[config.mk]
export PLATFORM = sky130hd
export DESIGN_NAME = uart_tx_ctrl
export DESIGN_NICKNAME = d
export VERILOG_FILES = /design/src/rtl/uart_tx_pkg.sv /design/src/rtl/uart_parity_calc.sv /design/src/rtl/uart_tx_ctrl.sv
export SDC_FILE = /design/constraint.sdc
export NUM_CORES = 1
export LEC_CHECK = 0
export ABC_CLOCK_PERIOD_IN_PS = 3850
export CAP_MARGIN = 20
export CORE_UTILIZATION = 40
export CTS_CLUSTER_DIAMETER = 60
export DETAILED_ROUTE_END_ITERATION = 6
export DONT_BUFFER_PORTS = 1
export SYNTH_ARGS = -nofsm -noshare
export SYNTH_HDL_FRONTEND = slang
export SYNTH_SLANG_ARGS = --single-unit
[constraint.sdc]
create_clock -name clk -period 3.85 [get_ports clk]
set_clock_uncertainty 0.05 [all_clocks]
set_input_delay 0.77 -clock clk [delete_from_list [all_inputs] [get_ports clk]]
set_output_delay 0.77 -clock clk [all_outputs]
set_load 0.01 [all_outputs]
[src/rtl/uart_tx_pkg.sv]
// Shared state encoding, output-mux select codes and default width for the
// UART transmit controller.
package uart_tx_pkg;

  localparam int DATA_WIDTH_DEF = 8;

  typedef logic [2:0] state_t;

  localparam state_t ST_IDLE   = 3'd0;
  localparam state_t ST_START  = 3'd1;
  localparam state_t ST_DATA   = 3'd2;
  localparam state_t ST_PARITY = 3'd3;
  localparam state_t ST_STOP   = 3'd4;

  typedef logic [1:0] sel_t;

  localparam sel_t SEL_START  = 2'b00;
  localparam sel_t SEL_STOP   = 2'b01;
  localparam sel_t SEL_DATA   = 2'b10;
  localparam sel_t SEL_PARITY = 2'b11;

  // IDLE shares the STOP select so the line rests high.
  function automatic sel_t state_to_sel(input state_t s);
    sel_t sel;
    case (s)
      ST_START:  sel = SEL_START;
      ST_DATA:   sel = SEL_DATA;
      ST_PARITY: sel = SEL_PARITY;
      default:   sel = SEL_STOP;
    endcase
    return sel;
  endfunction

endpackage

[src/rtl/uart_parity_calc.sv]
// Combinational UART parity: even parity is the XOR of the data bits,
// odd parity its inverse.
module uart_parity_calc
  import uart_tx_pkg::*;
#(
  parameter int DATA_WIDTH = DATA_WIDTH_DEF
) (
  input  logic [DATA_WIDTH-1:0] data,
  input  logic                  par_typ,
  output logic                  par_bit
);

  assign par_bit = (^data) ^ par_typ;

endmodule

[src/rtl/uart_tx_ctrl.sv]
// UART transmit frame sequencer: start, serializer-driven data bits,
// optional parity and stop, with a watchdog on a missing ser_done.
//
// state  | meaning
// IDLE   | line high, waiting for data_valid
// START  | start bit (0), serializer enabled to load D0
// DATA   | line follows ser_data until ser_done or watchdog
// PARITY | latched parity bit
// STOP   | stop bit (1)
module uart_tx_ctrl
  import uart_tx_pkg::*;
#(
  parameter int DATA_WIDTH = DATA_WIDTH_DEF
) (
  input  logic                  clk,
  input  logic                  rst,
  input  logic                  data_valid,
  input  logic [DATA_WIDTH-1:0] p_data,
  input  logic                  par_en,
  input  logic                  par_typ,
  input  logic                  ser_data,
  input  logic                  ser_done,
  output logic                  ser_en,
  output logic [DATA_WIDTH-1:0] ser_p_data,
  output logic                  tx_out,
  output logic                  busy,
  output logic                  frame_err
);

  localparam int CNT_W = (DATA_WIDTH > 1) ? $clog2(DATA_WIDTH) : 1;
  localparam logic [CNT_W-1:0] CNT_LAST = CNT_W'(DATA_WIDTH - 1);

  state_t          state;
  state_t          state_nxt;
  logic [CNT_W-1:0] bit_cnt;
  logic            par_en_q;
  logic            par_bit_q;
  logic            par_bit_calc;
  logic            accept;
  logic            wdog;
  logic            data_exit;
  sel_t            sel;

  uart_parity_calc #(
    .DATA_WIDTH (DATA_WIDTH)
  ) u_parity (
    .data    (p_data),
    .par_typ (par_typ),
    .par_bit (par_bit_calc)
  );

  assign accept    = (state == ST_IDLE) && data_valid;
  assign data_exit = (state == ST_DATA) && (ser_done || (bit_cnt == CNT_LAST));
  assign wdog      = (state == ST_DATA) && (bit_cnt == CNT_LAST) && !ser_done;

  always_comb begin
    state_nxt = state;
    case (state)
      ST_IDLE:   if (data_valid) state_nxt = ST_START;
      ST_START:  state_nxt = ST_DATA;
      ST_DATA:   if (data_exit) state_nxt = par_en_q ? ST_PARITY : ST_STOP;
      ST_PARITY: state_nxt = ST_STOP;
      ST_STOP:   state_nxt = ST_IDLE;
      default:   state_nxt = ST_IDLE;
    endcase
  end

  always_ff @(posedge clk or negedge rst) begin
    if (!rst) begin
      state      <= ST_IDLE;
      bit_cnt    <= '0;
      ser_p_data <= '0;
      par_en_q   <= 1'b0;
      par_bit_q  <= 1'b0;
      frame_err  <= 1'b0;
    end else begin
      state <= state_nxt;

      if ((state == ST_DATA) && !data_exit) bit_cnt <= bit_cnt + 1'b1;
      else                                  bit_cnt <= '0;

      if (accept) begin
        ser_p_data <= p_data;
        par_en_q   <= par_en;
        par_bit_q  <= par_bit_calc;
        frame_err  <= 1'b0;
      end else if (wdog) begin
        frame_err  <= 1'b1;
      end
    end
  end

  // Dropping ser_en in the exit cycle lets the serializer restart its count.
  assign ser_en = (state == ST_START) || ((state == ST_DATA) && !data_exit);
  assign busy   = (state != ST_IDLE);

  assign sel = state_to_sel(state);

  always_comb begin
    tx_out = 1'b1;
    case (sel)
      SEL_START:  tx_out = 1'b0;
      SEL_DATA:   tx_out = ser_data;
      SEL_PARITY: tx_out = par_bit_q;
      default:    tx_out = 1'b1;
    endcase
  end

endmodule
# After elaboration in Yosys (flattened, before gate mapping)
# Index checks and enable logic that the tools add are counted.
classes:
  addsub: 1
  n_eq_ne: 8
  n_mux: 9
  bitwise: 1
  n_reduce_logical: 15
op_table:
  columns: ["operator", "n"]
  rows:
  - ["$mux W3", 4]
  - ["$pmux W3 S4", 1]
  - ["$reduce_xor A8 Y1", 1]
  - ["$eq A3 B2 Y1 const B", 2]
  - ["$pmux W2 S3", 1]
  - ["$logic_and A1 B1 Y1", 5]
  - ["$eq A2 B2 Y1 const B", 2]
  - ["$ne A2 B2 Y1 const B", 2]
  - ["$add A3 B1 Y3 const B", 1]
  - ["$eq A3 B1 Y1 const B", 1]
  - ["$eq A3 B3 Y1 const B", 1]
  - ["$logic_not A3 Y1", 1]
  - ["$pmux W1 S3", 1]
  - ["$reduce_bool A3 Y1", 1]
  - ["$logic_not A1 Y1", 2]
  - ["$logic_not A2 Y1", 1]
  - ["$logic_or A1 B1 Y1", 2]
  - ["$mux W1", 2]
  - ["$reduce_and A2 Y1", 1]
  - ["$reduce_bool A2 Y1", 1]
  - ["$xor A1 B1 Y1", 1]
word_totals:
  register_bits: 17
  input_bits: 15
  output_inout_bits: 12
  wordCells: 40

# Logic depth before layout (Yosys ltp)
# Gate-level depths: netlist (run 1).
depth:
  word_depth: 6
  ltp_mapped: 4
  mapped_depth_nobuf: 4

# Cells and area by module
# A second synthesis (run 1) with hierarchy kept.
unflattened:
  cells_unflattened: 63
  area_unflattened_um2: 840.8
modules_own_cells:
  columns: ["module", "instances", "cells_each", "area_each_um2", "seq_area_each_um2"]
  rows:
  - ["uart_tx_ctrl", 1, 56, 758.2, 425.4]
  - ["uart_parity_calc", 1, 7, 82.6, 0.0]

# Worst setup path before layout (run 1)
# No wires, ideal clock.
synth_timing:
  path_type: "input to output"
  start: "input ser_done"
  end: "output ser_en"
  arrival_time_ns: 1.321
  t_required_ns: 3.030
  slack_ns: 1.709
  path_stages: 4
  path_buffers: 0
  path_cell_list: "nand2b_1 -> nor3_1 -> nand2b_1 -> o21ai_0"
synth_between:
  elab_chain_cells: 5
synth_rtl:
  columns: ["element", "line_no", "text"]
  rows:
  - ["start, declared", "uart_tx_ctrl.sv:22", "input logic ser_done,"]
  - ["$logic_or A1 B1 Y1", "uart_tx_ctrl.sv:53", "assign data_exit = (state == ST_DATA) && (ser_done || (bit_cnt == CNT_LAST));"]
  - ["$logic_and A1 B1 Y1", "uart_tx_ctrl.sv:53", null]
  - ["$logic_not A1 Y1", "uart_tx_ctrl.sv:94", "assign ser_en = (state == ST_START) || ((state == ST_DATA) && !data_exit);"]
  - ["$logic_and A1 B1 Y1", "uart_tx_ctrl.sv:94", null]
  - ["$logic_or A1 B1 Y1", "uart_tx_ctrl.sv:94", null]
  - ["end, declared", "uart_tx_ctrl.sv:23", "output logic ser_en,"]
# No other way between the ends.

# Worst setup path in the final report (run 1)
layout_timing:
  start: "register bit_cnt[0]"
  end: "output ser_en"
layout_between:
  elab_chain_cells: 6
layout_rtl:
  columns: ["element", "line_no", "text"]
  rows:
  - ["start, declared", "uart_tx_ctrl.sv:35", "logic [CNT_W-1:0] bit_cnt;"]
  - ["start signal, assigned", "uart_tx_ctrl.sv:79", "if ((state == ST_DATA) && !data_exit) bit_cnt <= bit_cnt + 1'b1;"]
  - ["$eq A3 B3 Y1", "uart_tx_ctrl.sv:53", null]
  - ["$logic_or A1 B1 Y1", "uart_tx_ctrl.sv:53", null]
  - ["$logic_and A1 B1 Y1", "uart_tx_ctrl.sv:53", null]
  - ["$logic_not A1 Y1", "uart_tx_ctrl.sv:94", null]
  - ["$logic_and A1 B1 Y1", "uart_tx_ctrl.sv:94", null]
  - ["$logic_or A1 B1 Y1", "uart_tx_ctrl.sv:94", null]
# No other way between the ends.

==> results of run 1 <==
==> final cells by class <==
type                    instances  share of cell area
flip-flops and latches         17               0.504
multi-input cells              43               0.427
well taps                      25              0.0371
clock buffers                   4              0.0312
==> kinds of logic (layout without fill, tap and decap cells) <==
| group | Yosys count | in the layout | share of synthesized area |
|---|---|---|---|
| AO/OA/AOI/OAI | 6 | 6 | 0.0484 |
| XOR/XNOR | 7 | 7 | 0.0937 |
| multiplexers | 10 | 10 | 0.145 |
| buffers and inverters | 3 | 4 | 0.0188 |
| flip-flops | 17 | 17 | 0.531 |
| adder cells (fa/ha/maj) | 2 | 2 | 0.0312 |
| AND/OR/NAND/NOR | 18 | 18 | 0.131 |
==> power by group through the flow <==
stage | registers (mW) | logic (mW) | clock network, mW
after global placement | 0.340 | 0.186 | 0
after CTS | 0.339 | 0.193 | 0.100
after global routing | 0.348 | 0.209 | 0.106
final | 0.338 | 0.189 | 0.0956
after detailed placement | 0.343 | 0.192 | 0
after floorplan | 0.308 | 0.195 | 0
==> layer usage <==
| layer | up-vias | track usage | wire [um] |
|---|---|---|---|
| li1 | 220 | - | - |
| met1 | 232 | 0.170 | 541 |
| met2 | 14 | 0.231 | 652 |
| met3 | 5 | 0.0346 | 84 |
| met4 | 0 | 0.103 | 39 |
| met5 | - | 0 | 0 |
==> worst max-delay path: cells and delay by family, from the launching register on <==
family                     cells  cell delay (ns)
AOI/OAI and AO/OA              1             0.16
adders and majority gates      2             0.41
DFF                            1             0.40
and+or+nand+nor                1             0.17
==> placed cells by master (no fill, tap or decap), drive strengths merged <==
cell type  instances
or3                1
and2               2
clkbuf             4
nor2b              1
o21ai              2
nand2b             4
o21a               1
dfrtp             17
a2111oi            1
xnor3              1
xor2               1
nor4               1
mux2              10
a22oi              1
nor4b              1
a21oi              1
xnor2              5
nor2               3
or2                1
nand2              2
nor3               2
ha                 2
==> stage by stage <==
step                 util  power (mW)
finish              0.468       0.622
global route        0.468       0.663
CTS                 0.468       0.633
detailed placement  0.453       0.535
global placement    0.453       0.527
floorplan               -       0.503
==> sequential cells by signal, summed over array words and instances, names as in the netlist <==
signal	flops
bit_cnt	3
frame_err	1
par_bit_q	1
par_en_q	1
ser_p_data	8
state	3
==> worst max-delay path by stage <==
| stage | startpoint | to | cells past startpoint |
|---|---|---|---|
| after detailed placement | ser_done | ser_en | 4 |
| after CTS | bit_cnt[0] | ser_en | 4 |
| final | bit_cnt[0] | ser_en | 4 |
| after global routing | bit_cnt[0] | ser_en | 4 |
| after global placement | ser_done | ser_en | 4 |
| after floorplan | ser_done | ser_en | 4 |
==> results_tabular.tex, run 1 <==
\begin{tabular}{lr}
\hline
Metric & Value \\
\hline
\multicolumn{2}{l}{\textbf{Status}} \\
\quad Result of the run & finished clean \\
\multicolumn{2}{l}{\textbf{GRT}} \\
\quad Maximum number of pins on one net before global-route repair & 18 \\
\quad Vias in the first global route & 490 \\
\quad GRT Total Usage & 0.144 \\
\quad Wire length of the first global-routing pass & between 2000 and 2500 um \\
\quad Global route overflow & 0 \\
\quad Antenna violations before repair & 0 \\
\multicolumn{2}{l}{\textbf{Power}} \\
\quad Fraction of power consumed by the clock network & 0.154 \\
\quad Internal power consumption & 402 uW \\
\quad Net switching component of the power & 220 uW \\
\quad Switching Fraction & 0.354 \\
\quad Maximum vdd drop & 0.000340 V \\
\quad Combinational fraction of design power & 0.303 \\
\quad Leakage power of the design & roughly 0.37 nW \\
\quad Flop pwr share & 0.543 \\
\quad Power per cell area & 738 mW/mm2 \\
\multicolumn{2}{l}{\textbf{Timing}} \\
\quad Max Slew Vio Count & 0 \\
\quad Sum of negative setup slack & 0 ns \\
\quad Upper clock frequency limit & 0.444 GHz \\
\quad Headroom to the max-slew limit & 0.408 \\
\quad Final Hold Vio Count & 0 \\
\quad Unrepaired setup endpoints after global routing & false \\
\quad Total setup violations reported at the end of the flow & 0 \\
\quad Slew of the pin with the lowest slew margin & 0.883 ns \\
\quad Tightest hold margin & roughly 0.11 ns \\
\quad Minimum clock period & 2.25 ns \\
\quad Period utilization & 0.585 \\
\quad Setup ws final & 1.60 ns \\
\multicolumn{2}{l}{\textbf{Yosys}} \\
\quad Synthesized instance count & 63 \\
\quad Post-synth top area cell & sky130\_fd\_sc\_hd\_\_dfrtp\_1 \\
\quad Synth top cells by count & sky130\_fd\_sc\_hd\_\_dfrtp\_1, sky130\_fd\_sc\_hd\_\_mux2\_2, sky130\_fd\_sc\_hd\_\_xnor2\_1, sky130\_fd\_sc\_hd\_\_nand2b\_1, sky130\_fd\_sc\_hd\_\_nor2\_1 \\
\quad Yosys warnings & 0 \\
\quad Top cells by area in the synthesized netlist & sky130\_fd\_sc\_hd\_\_dfrtp\_1, sky130\_fd\_sc\_hd\_\_mux2\_2, sky130\_fd\_sc\_hd\_\_xnor2\_1 \\
\quad Dominant cell by count in the synthesized netlist & sky130\_fd\_sc\_hd\_\_dfrtp\_1 \\
\quad Prevailing post-synth register cell & sky130\_fd\_sc\_hd\_\_dfrtp\_1 \\
\quad Flip-flop and latch count after synthesis & 17 \\
\quad Share of flip-flops with an asynchronous set or reset after synthesis & 1.00 \\
\quad Seq/Total Area, Yosys & 0.531 \\
\quad Combined area of all synthesized cells & around 800 um2 \\
\quad Post-synthesis net count & 80 \\
\quad Number of flops mapped to enable cells by yosys & 0 \\
\quad Mean Syn Cell Area & 12.7 um2 \\
\quad Synth unique cells & 25 \\
\quad Fraction of synthesized cell area taken by the top area cell type & 0.531 \\
\multicolumn{2}{l}{\textbf{Clocking}} \\
\quad Post-CTS setup buffer count & 0 \\
\quad Root cell of the clock tree & sky130\_fd\_sc\_hd\_\_clkbuf\_4 \\
\quad Cts bufs inserted & 3 \\
\quad Clock-pin slew on the worst setup and hold paths & roughly 0.1 ns \\
\quad Clock latency reported for the late side of the worst-skew pair & 0.29 ns \\
\quad Number of hold buffers added after cts & 0 \\
\quad Count of clock tree sinks & 17 \\
\quad Longest Clk Path Bufs & 2 \\
\quad CTS tree & yes \\
\quad H-tree levels & 1 \\
\quad Quantity of gates resized following cts & 0 \\
\multicolumn{2}{l}{\textbf{Die}} \\
\quad DIE AREA & 0.00218 mm2 \\
\quad I/O Pins & 27 \\
\quad Die height & approximately 47 um \\
\quad Placement row count & 15 \\
\quad Effective utilization at floorplan & 0.444 \\
\quad Horizontal extent of the die & 46.7 um \\
\quad Core region area & 0.00180 mm2 \\
\multicolumn{2}{l}{\textbf{Worst hold path}} \\
\quad Min-Delay Path Class & in2async \\
\multicolumn{2}{l}{\textbf{Final layout}} \\
\quad Fill cell count & 176 \\
\quad Post-route cell area & 843 um2 \\
\quad Final Net Count & 82 \\
\quad Multi-input gate area in the final layout & 360 um2 \\
\quad Layout overhead on the synthesized area & 5.31\% \\
\quad Post-route non-filler standard cell count & approximately 90 \\
\quad Combined flip-flop and latch cell area & 425 um2 \\
\quad Number of antenna repair diodes & 0 \\
\quad Share of post-route cells with drive strength above 1 & 0.234 \\
\multicolumn{2}{l}{\textbf{Drt}} \\
\quad Final Routed Wirelength & roughly 1300 um \\
\quad WL/cell & 14.8 um \\
\quad Remaining design rule violation count & 0 \\
\quad Routed via count & 471 \\
\quad Via-to-Cell Ratio & 5.29 \\
\quad First-pass detailed-route iteration total & 3 \\
\quad Number of nets with antenna violations after detailed routing & 0 \\
\quad Initial DRC count & 5 \\
\multicolumn{2}{l}{\textbf{Setup path}} \\
\quad Reg-to-Reg Start & state[1] \\
\quad Critical R2R Capture & ser\_p\_data[7] \\
\quad Kind of launch point of the worst setup path & flip-flop \\
\quad Highest net fanout along the worst path & 3 \\
\quad Library cell appearing most often on the critical path & sky130\_fd\_sc\_hd\_\_ha\_1 \\
\quad Max stage delay on crit path & 0.40 ns \\
\quad Master of the slowest instance on the critical path & sky130\_fd\_sc\_hd\_\_dfrtp\_1 \\
\quad Critical Path AT & 1.43 ns \\
\quad Required @ worst endpoint & 3.03 ns \\
\quad FF-to-FF setup slack & 1.93 ns \\
\quad Register-to-Register Path Depth & 3 \\
\quad Worst Setup End Kind & primary output \\
\quad Start-to-end type of the worst setup path & reg2out \\
\quad Cells along the critical path & ha\_1 -> ha\_1 -> nand2b\_1 -> o21ai\_0 \\
\multicolumn{2}{l}{\textbf{Placement}} \\
\quad Cell area after placement & 817 um2 \\
\quad RD Place Congestion & 0.702 \\
\quad Port bufs & 0 \\
\quad Hpwl dp & $\sim$960 um \\
\quad Setup WS pre-CTS & roughly 1.7 ns \\
\quad Placed Cells & 85 \\
\multicolumn{2}{l}{\textbf{Flow run}} \\
\quad Number of violations of the max-capacitance limit & 0 \\
\hline
\end{tabular}
Note: power is estimated with default switching activity, not from simulation.
==> run 2, diff against run 1 <==
ABC_CLOCK_PERIOD_IN_PS = 1850   (was 3850)
clock period = 1.85 ns   (was 3.85 ns; I/O delays follow)
==> run 2 against run 1 <==
Effect of this change:
- via count up 1.5%
- die area stayed put
- cell area grew 4.2%
- global-route usage down 0.34 points
- worst setup slack worse by 1.5 ns
- first-iteration DRC count is 60% lower
==> results_tabular.tex, run 2 (synthesis results as in run 1) <==
\begin{tabular}{lr}
\hline
Metric & Value \\
\hline
\multicolumn{2}{l}{\textbf{Drt}} \\
\quad Remaining design rule violation count & 0 (unchanged) \\
\quad First-pass detailed-route iteration total & 2 (-1) \\
\quad Final Routed Wirelength & 1300 um (-0.99\%) \\
\quad WL/cell & 14.3 um (-3.2\%) \\
\quad Met3 wire length & 73 um (-13\%) \\
\quad Initial DRC count & 2 (-3) \\
\quad Routed met1 length & 595 um (+10\%) \\
\quad Routed via count & 478 (+1.5\%) \\
\quad Met2 wire length & 623 um (-4.4\%) \\
\quad Uppermost signal routing layer after detailed routing & met4 \\
\quad Via-to-Cell Ratio & 5.25 (-0.74\%) \\
\quad Number of nets with antenna violations after detailed routing & 0 (unchanged) \\
\multicolumn{2}{l}{\textbf{Final layout}} \\
\quad Most frequent cells in the layout & sky130\_fd\_sc\_hd\_\_dfrtp\_1, sky130\_fd\_sc\_hd\_\_mux2\_2, sky130\_fd\_sc\_hd\_\_xnor2\_1 \\
\quad Fill cell count & 187 (+6.3\%) \\
\quad Number of antenna repair diodes & 0 (unchanged) \\
\quad Register ranked first by flip-flop count & ser\_p\_data \\
\quad Most common library cell in the layout ignoring fill and taps & sky130\_fd\_sc\_hd\_\_dfrtp\_1 \\
\quad Final Net Count & 84 (+2.4\%) \\
\quad Layout overhead on the synthesized area & 9.69\% \\
\quad Share of post-route cells with drive strength above 1 & 0.303 (+0.0687) \\
\quad Registers with the most flip-flops & ser\_p\_data (8), bit\_cnt (3), state (3) \\
\quad Number of flip-flops in the largest register & 8 (unchanged) \\
\quad Multi-input gate area in the final layout & 377 um2 (+4.5\%) \\
\quad Combined flip-flop and latch cell area & 425 um2 (unchanged) \\
\multicolumn{2}{l}{\textbf{Power}} \\
\quad Power per cell area & 1520 mW/mm2 (+110\%) \\
\quad Overall power consumption & 1.34 mW (+120\%) \\
\quad Maximum vdd drop & 0.000653 V (+92\%) \\
\quad Fraction of power consumed by the clock network & 0.150 (-0.004) \\
\quad Leakage power of the design & 0.389 nW (+4.8\%) \\
\quad Combinational fraction of design power & 0.320 (+0.017) \\
\quad Switching Fraction & 0.363 (+0.00899) \\
\quad Internal power consumption & 853 uW (+110\%) \\
\quad Flop pwr share & 0.530 (-0.013) \\
\quad Net switching component of the power & 485 uW (+120\%) \\
\multicolumn{2}{l}{\textbf{Clocking}} \\
\quad CTS tree & yes \\
\quad Root cell of the clock tree & sky130\_fd\_sc\_hd\_\_clkbuf\_4 \\
\quad Cts bufs inserted & 3 (unchanged) \\
\quad Longest Clk Path Bufs & 2 (unchanged) \\
\quad Count of clock tree sinks & 17 (unchanged) \\
\quad Post-CTS setup buffer count & 0 (unchanged) \\
\quad Clock-pin slew on the worst setup and hold paths & 0.11 ns (about the same) \\
\quad H-tree levels & 1 (unchanged) \\
\quad Clock latency reported for the late side of the worst-skew pair & 0.29 ns (about the same) \\
\multicolumn{2}{l}{\textbf{Setup path}} \\
\quad Kind of launch point of the worst setup path & flip-flop \\
\quad Worst Setup End Kind & primary output \\
\quad Reg-to-Reg Start & bit\_cnt[0] \\
\quad Critical path origin & bit\_cnt[0] \\
\quad Critical Path AT & 1.34 ns (-0.09 ns) \\
\quad Critical R2R Capture & bit\_cnt[1] \\
\quad Critical Path Sink & ser\_en \\
\quad Start-to-end type of the worst setup path & reg2out \\
\quad Register-to-Register Path Depth & 4 (+1) \\
\quad Required @ worst endpoint & 1.43 ns (-1.60 ns) \\
\quad FF-to-FF setup slack & 0.18 ns (-1.75 ns) \\
\quad Highest net fanout along the worst path & 3 (unchanged) \\
\multicolumn{2}{l}{\textbf{GRT}} \\
\quad GRT Total Usage & 0.141 (-0.00335) \\
\quad Maximum number of pins on one net before global-route repair & 18 (unchanged) \\
\quad Antenna violations before repair & 0 (unchanged) \\
\quad Wire length of the first global-routing pass & 2060 um (-0.96\%) \\
\quad Vias in the first global route & 476 (-2.9\%) \\
\quad Global route overflow & 0 (unchanged) \\
\multicolumn{2}{l}{\textbf{Die}} \\
\quad Core region area & 0.00180 mm2 (unchanged) \\
\quad Placement row count & 15 (unchanged) \\
\quad Effective utilization at floorplan & 0.444 (unchanged) \\
\quad DIE AREA & 0.00218 mm2 (unchanged) \\
\quad Horizontal extent of the die & 46.7 um (unchanged) \\
\quad Die height & 46.7 um (unchanged) \\
\quad I/O Pins & 27 (unchanged) \\
\multicolumn{2}{l}{\textbf{Placement}} \\
\quad Hpwl dp & 928 um (-2.8\%) \\
\quad RD Place Congestion & 0.696 (-0.87\%) \\
\quad Port bufs & 0 (unchanged) \\
\multicolumn{2}{l}{\textbf{Timing}} \\
\quad Total setup violations reported at the end of the flow & 0 (unchanged) \\
\quad Sum of negative setup slack & 0 ns (unchanged) \\
\quad Minimum clock period & 1.76 ns \\
\quad Unrepaired setup endpoints after global routing & false \\
\quad Final Hold Vio Count & 0 (unchanged) \\
\quad Max Slew Vio Count & 0 (unchanged) \\
\quad Slew of the pin with the lowest slew margin & 0.751 ns (-0.132 ns) \\
\quad Upper clock frequency limit & 0.567 GHz \\
\quad Period utilization & 0.953 \\
\quad Headroom to the max-slew limit & 0.498 (+0.0893) \\
\multicolumn{2}{l}{\textbf{Status}} \\
\quad Result of the run & finished clean \\
\multicolumn{2}{l}{\textbf{Worst hold path}} \\
\quad Min-Delay Path Class & in2reg \\
\multicolumn{2}{l}{\textbf{Flow run}} \\
\quad Number of violations of the max-capacitance limit & 0 (unchanged) \\
\hline
\end{tabular}
run 2: what timing repair did:
| action | CTS | global route |
|---|---|---|
| hold endpoints to repair | 17 | 0 |
| pin swaps | 0 | 0 |
| hold buffers | 1 | 0 |
| gates resized for setup | 2 | 2 |
| setup endpoints to repair | 1 | 1 |
run 2: final cells by class:
type                            instances  share of cell area
Sequential cell                        17               0.484
Multi-Input combinational cell         43               0.429
Tap cell                               25              0.0356
Clock buffer                            3              0.0256
Timing Repair Buffer                    2              0.0199
Clock inverter                          1             0.00570
run 2: worst min path at each step:
stage               cells past startpoint       from  slack, ns             to
floorplan                               0        rst       0.02     bit_cnt[0]
global placement                        0        rst       0.02  ser_p_data[4]
detailed placement                      0        rst       0.02  ser_p_data[4]
CTS                                     1  p_data[3]       0.16  ser_p_data[3]
global route                            1  p_data[2]       0.16  ser_p_data[2]
finish                                  1  p_data[3]       0.17  ser_p_data[3]
run 2: routing by layer:
layer / vias to the layer above / track usage
li1: 227 / -
met1: 236 / 0.187
met2: 13 / 0.208
met3: 2 / 0.0346
met4: 0 / 0.0857
met5: - / 0
run 2: stage by stage:
| stage | setup WS [ns] | area [um2] | std cells | utilization | hold slack, ns |
|---|---|---|---|---|---|
| 3_3_place_gp | 0.314 | 825 | 86 | 0.458 | 0.0247 |
| 2_1_floorplan | 0.391 | 801 | 63 | - | 0.0244 |
| 3_5_place_dp | 0.249 | 825 | 86 | 0.458 | 0.0247 |
| 5_1_grt | 0.0169 | 878 | 91 | 0.488 | 0.155 |
| 4_1_cts | 0.0186 | 866 | 91 | 0.481 | 0.159 |
| 6_report | 0.0875 | 878 | 91 | 0.488 | 0.169 |
run 2: worst max-delay path, stage by stage, from the launching register on:
cell and delay [ns]:
sky130_fd_sc_hd__dfrtp_1 0.40, sky130_fd_sc_hd__ha_1 0.20, sky130_fd_sc_hd__ha_1 0.21, sky130_fd_sc_hd__nand2b_4 0.16, sky130_fd_sc_hd__o21ai_2 0.09
run 2: power groups by stage:
| stage | combinational, mW | sequential, mW | clock [mW] |
|---|---|---|---|
| after global placement | 0.398 | 0.712 | 0 |
| after floorplan | 0.406 | 0.641 | 0 |
| final | 0.428 | 0.710 | 0.200 |
| after global routing | 0.475 | 0.734 | 0.220 |
| after CTS | 0.425 | 0.708 | 0.212 |
| after detailed placement | 0.408 | 0.715 | 0 |
==> run 3, diff against run 2 <==
ABC_AREA = 1   (was not set)
CTS_BUF_LIST = sky130_fd_sc_hd__clkbuf_16   (was not set)
==> run 3 against run 2 <==
Effect of this change:
- worst setup slack got worse by 0.024 ns
- global-route usage rose by 2.4 points
- sequential cell count did not move
- synthesized cell count rose by 75%
- sequential power fell by 5.6%
- sequential share of layout area fell by 5.8 points
- worst hold slack improved by 0.012 ns
- first-iteration DRC count rose to 3.0 times the previous value
- synthesized area rose by 10%
- wire length rose by 25%
- clock power rose by 110%
- fmax fell by 1.4%
- critical endpoint unchanged
- largest cell class unchanged
==> results_tabular.tex, run 3 <==
\begin{tabular}{lr}
\hline
Metric & Value \\
\hline
\multicolumn{2}{l}{\textbf{Yosys}} \\
\quad Yosys warnings & 0 (unchanged) \\
\quad Post-synthesis net count & 127 (+59\%) \\
\quad Mean Syn Cell Area & 8.03 um2 (-37\%) \\
\quad Simple-gate share of the synthesized area & 0.316 (+0.185) \\
\quad Top cells by area in the synthesized netlist & sky130\_fd\_sc\_hd\_\_dfrtp\_1, sky130\_fd\_sc\_hd\_\_nand2\_1, sky130\_fd\_sc\_hd\_\_o21ai\_1 \\
\quad Area fraction in compound gates after synthesis & 0.0921 (+0.0436) \\
\quad Flip-flop and latch count after synthesis & 17 (unchanged) \\
\quad Number of flops mapped to enable cells by yosys & 0 (unchanged) \\
\quad Share of flip-flops with an asynchronous set or reset after synthesis & 1.00 (unchanged) \\
\quad Fraction of synthesized area in multiplexers & 0 (-0.145) \\
\quad Synth unique cells & 20 (-20\%) \\
\quad Parity-gate share of the synthesized area counting xor and xnor cells & 0.00992 (-0.0838) \\
\quad Combinational family with the most area after synthesis & simple AND/OR/NAND/NOR gates \\
\quad Synth top cells by count & sky130\_fd\_sc\_hd\_\_nand2\_1, sky130\_fd\_sc\_hd\_\_dfrtp\_1, sky130\_fd\_sc\_hd\_\_inv\_1, sky130\_fd\_sc\_hd\_\_o21ai\_1, sky130\_fd\_sc\_hd\_\_nor2\_1 \\
\quad Combined area of all synthesized cells & 883 um2 (+10\%) \\
\quad Seq/Total Area, Yosys & 0.482 (-0.0497) \\
\quad Fraction of synthesized cell area taken by the top area cell type & 0.482 (-0.0497) \\
\quad Prevailing post-synth register cell & sky130\_fd\_sc\_hd\_\_dfrtp\_1 \\
\quad Synthesized instance count & 110 (+75\%) \\
\quad Adder-cell share of the synthesized area & 0.0283 (-0.00292) \\
\quad Post-synth top area cell & sky130\_fd\_sc\_hd\_\_dfrtp\_1 \\
\quad Dominant cell by count in the synthesized netlist & sky130\_fd\_sc\_hd\_\_nand2\_1 \\
\multicolumn{2}{l}{\textbf{Final layout}} \\
\quad Register ranked first by flip-flop count & ser\_p\_data \\
\quad Number of flip-flops in the largest register & 8 (unchanged) \\
\quad Most common library cell in the layout ignoring fill and taps & sky130\_fd\_sc\_hd\_\_nand2\_1 \\
\quad Post-route cell area & 997 um2 (+14\%) \\
\quad Final Net Count & 132 (+57\%) \\
\quad Share of post-route cells with drive strength above 1 & 0.149 (-0.154) \\
\quad Layout overhead on the synthesized area & 12.9\% \\
\quad Most frequent cells in the layout & sky130\_fd\_sc\_hd\_\_nand2\_1, sky130\_fd\_sc\_hd\_\_dfrtp\_1, sky130\_fd\_sc\_hd\_\_inv\_1 \\
\quad Number of antenna repair diodes & 0 (unchanged) \\
\quad Registers with the most flip-flops & ser\_p\_data (8), bit\_cnt (3), state (3) \\
\multicolumn{2}{l}{\textbf{Placement}} \\
\quad Hpwl dp & 1340 um (+45\%) \\
\quad Cell area after placement & 906 um2 (+9.9\%) \\
\quad Port bufs & 0 (unchanged) \\
\quad RD Place Congestion & 0.790 (+13\%) \\
\multicolumn{2}{l}{\textbf{GRT}} \\
\quad Busiest layer in global routing & met2 \\
\quad GRT Total Usage & 0.165 (+0.0241) \\
\quad Global-route track usage on met1 & 0.178 (-0.00881) \\
\quad GRT met2 Usage & 0.280 (+0.0718) \\
\quad Global route overflow & 0 (unchanged) \\
\quad Vias in the first global route & 678 (+42\%) \\
\quad Routing usage on met3 & 0.0498 (+0.0152) \\
\quad Antenna violations before repair & 0 (unchanged) \\
\quad Wire length of the first global-routing pass & 2950 um (+43\%) \\
\quad Maximum number of pins on one net before global-route repair & 18 (unchanged) \\
\multicolumn{2}{l}{\textbf{Power}} \\
\quad Leakage power of the design & 0.541 nW (+39\%) \\
\quad Maximum vdd drop & 0.000552 V (-16\%) \\
\quad Power per cell area & 1560 mW/mm2 (+2.6\%) \\
\multicolumn{2}{l}{\textbf{Timing}} \\
\quad Final Hold Vio Count & 0 (unchanged) \\
\quad Max Slew Vio Count & 0 (unchanged) \\
\quad Period utilization & 0.966 (+0.0132) \\
\quad Upper clock frequency limit & 0.560 GHz (-1.4\%) \\
\quad Slew of the pin with the lowest slew margin & 0.713 ns (-0.0379 ns) \\
\quad Minimum clock period & 1.79 ns (+0.0244 ns) \\
\quad Total setup violations reported at the end of the flow & 0 (unchanged) \\
\quad Headroom to the max-slew limit & 0.523 (+0.0254) \\
\quad Sum of negative setup slack & 0 ns (unchanged) \\
\quad Unrepaired setup endpoints after global routing & false \\
\multicolumn{2}{l}{\textbf{Clocking}} \\
\quad H-tree levels & 1 (unchanged) \\
\quad Clock-pin slew on the worst setup and hold paths & 0.05 ns (-0.06 ns) \\
\quad Cts bufs inserted & 3 (unchanged) \\
\quad Count of clock tree sinks & 17 (unchanged) \\
\quad Clock latency reported for the late side of the worst-skew pair & 0.25 ns (-0.04 ns) \\
\quad Root cell of the clock tree & sky130\_fd\_sc\_hd\_\_clkbuf\_16 \\
\quad Longest Clk Path Bufs & 2 (unchanged) \\
\quad CTS tree & yes \\
\multicolumn{2}{l}{\textbf{Setup path}} \\
\quad Required @ worst endpoint & 1.43 ns (about the same) \\
\quad Critical Path AT & 1.37 ns (+0.03 ns) \\
\quad Highest net fanout along the worst path & 6 (+3) \\
\quad Kind of launch point of the worst setup path & flip-flop \\
\quad Worst Setup End Kind & primary output \\
\quad Start-to-end type of the worst setup path & reg2out \\
\multicolumn{2}{l}{\textbf{Drt}} \\
\quad Via-to-Cell Ratio & 4.72 (-10\%) \\
\quad Routed via count & 665 (+39\%) \\
\quad Number of nets with antenna violations after detailed routing & 0 (unchanged) \\
\quad Remaining design rule violation count & 0 (unchanged) \\
\quad Final Routed Wirelength & 1630 um (+25\%) \\
\quad Initial DRC count & 6 (+4) \\
\quad WL/cell & 11.6 um (-19\%) \\
\quad First-pass detailed-route iteration total & 4 (+2) \\
\multicolumn{2}{l}{\textbf{Die}} \\
\quad DIE AREA & 0.00240 mm2 (+9.9\%) \\
\quad Core region area & 0.00202 mm2 (+12\%) \\
\quad I/O Pins & 27 (unchanged) \\
\quad Horizontal extent of the die & 49.0 um (+4.8\%) \\
\quad Placement row count & 16 (+1) \\
\quad Effective utilization at floorplan & 0.437 (-0.00756) \\
\quad Die height & 49.0 um (+4.8\%) \\
\multicolumn{2}{l}{\textbf{Flow run}} \\
\quad Number of violations of the max-capacitance limit & 0 (unchanged) \\
\multicolumn{2}{l}{\textbf{Status}} \\
\quad Result of the run & finished clean \\
\multicolumn{2}{l}{\textbf{Worst hold path}} \\
\quad Min-Delay Path Class & in2reg \\
\hline
\end{tabular}
[run 3: cell types whose count changed in the layout (fill, tap and decap cells not counted), moves of 4 or more]
cell / previous run / this run
sky130_fd_sc_hd__mux2_2: 9 / 0
sky130_fd_sc_hd__inv_1: 0 / 10
sky130_fd_sc_hd__inv_2: 0 / 5
sky130_fd_sc_hd__o21ai_1: 0 / 8
sky130_fd_sc_hd__nand2_1: 2 / 46
sky130_fd_sc_hd__xnor2_1: 5 / 0
sky130_fd_sc_hd__nand3_1: 0 / 4
[run 3: layout make-up]
| cell class | instances | area (um2) |
|---|---|---|
| inverters | 14 | 52.6 |
| fillers | 196 | 1020 |
| clock inverters | 1 | 3.75 |
| well taps | 27 | 33.8 |
| clock buffers | 3 | 75.1 |
| flip-flops and latches | 17 | 425 |
| repair buffers | 1 | 10.0 |
| multi-input cells | 78 | 397 |
[run 3: repair_timing]
action	CTS	global route
buffers inserted	0	0
endpoints found under the hold margin	17	0
hold buffers	1	0
endpoints found under the setup margin	1	0
gates resized for setup	1	0
[run 3: stage by stage]
step                 util  worst slack, ns  hold slack, ns  power (mW)  instances
floorplan               -            0.352          0.0244        1.06        110
global placement    0.448            0.328          0.0248        1.13        136
finish              0.493           0.0631           0.181        1.56        141
CTS                 0.493           0.0443           0.180        1.59        141
detailed placement  0.448            0.268          0.0248        1.15        136
global route        0.493         0.000682           0.195        1.68        141
[run 3: routing by layer]
layer	share of wire	vias up	wire, um
met2	0.50	17	819
met3	0.059	5	97
met1	0.41	298	666
met5	0	-	0
li1	-	345	-
met4	0.029	0	48
[run 3: where the power goes]
part	switching (mW)	internal, mW
clock network	0.128	0.286
logic	0.311	0.164
registers	0.157	0.513
total	0.597	0.963
[run 3: worst max-delay path, cell delays in order (launching register included)]
cell,delay (ns)
sky130_fd_sc_hd__dfrtp_1,0.38
sky130_fd_sc_hd__ha_1,0.20
sky130_fd_sc_hd__ha_1,0.20
sky130_fd_sc_hd__nor2_2,0.13
sky130_fd_sc_hd__nand2_4,0.09
sky130_fd_sc_hd__nand2_1,0.12
[run 3: path summary, 6_finish.rpt]
check	startpoint	endpoint	slack [ns]	cells after the start
setup / recovery	bit_cnt[0]	ser_en	0.06	5
hold / removal	p_data[7]	ser_p_data[7]	0.18	2
setup reg to reg	bit_cnt[0]	state[1]	0.50	6
hold reg to reg	bit_cnt[0]	bit_cnt[0]	0.39	1
max in group asynchronous	rst	ser_p_data[6]	0.73	1
min in group asynchronous	rst	ser_p_data[0]	0.57	1
[run 3: logic make-up after synthesis]
family                     after synthesis
AOI/OAI and AO/OA                       13
xor gates and xnor gates                 1
adders and majority gates                2
buffers and inverters                   15
DFF                                     17
and+or+nand+nor                         62
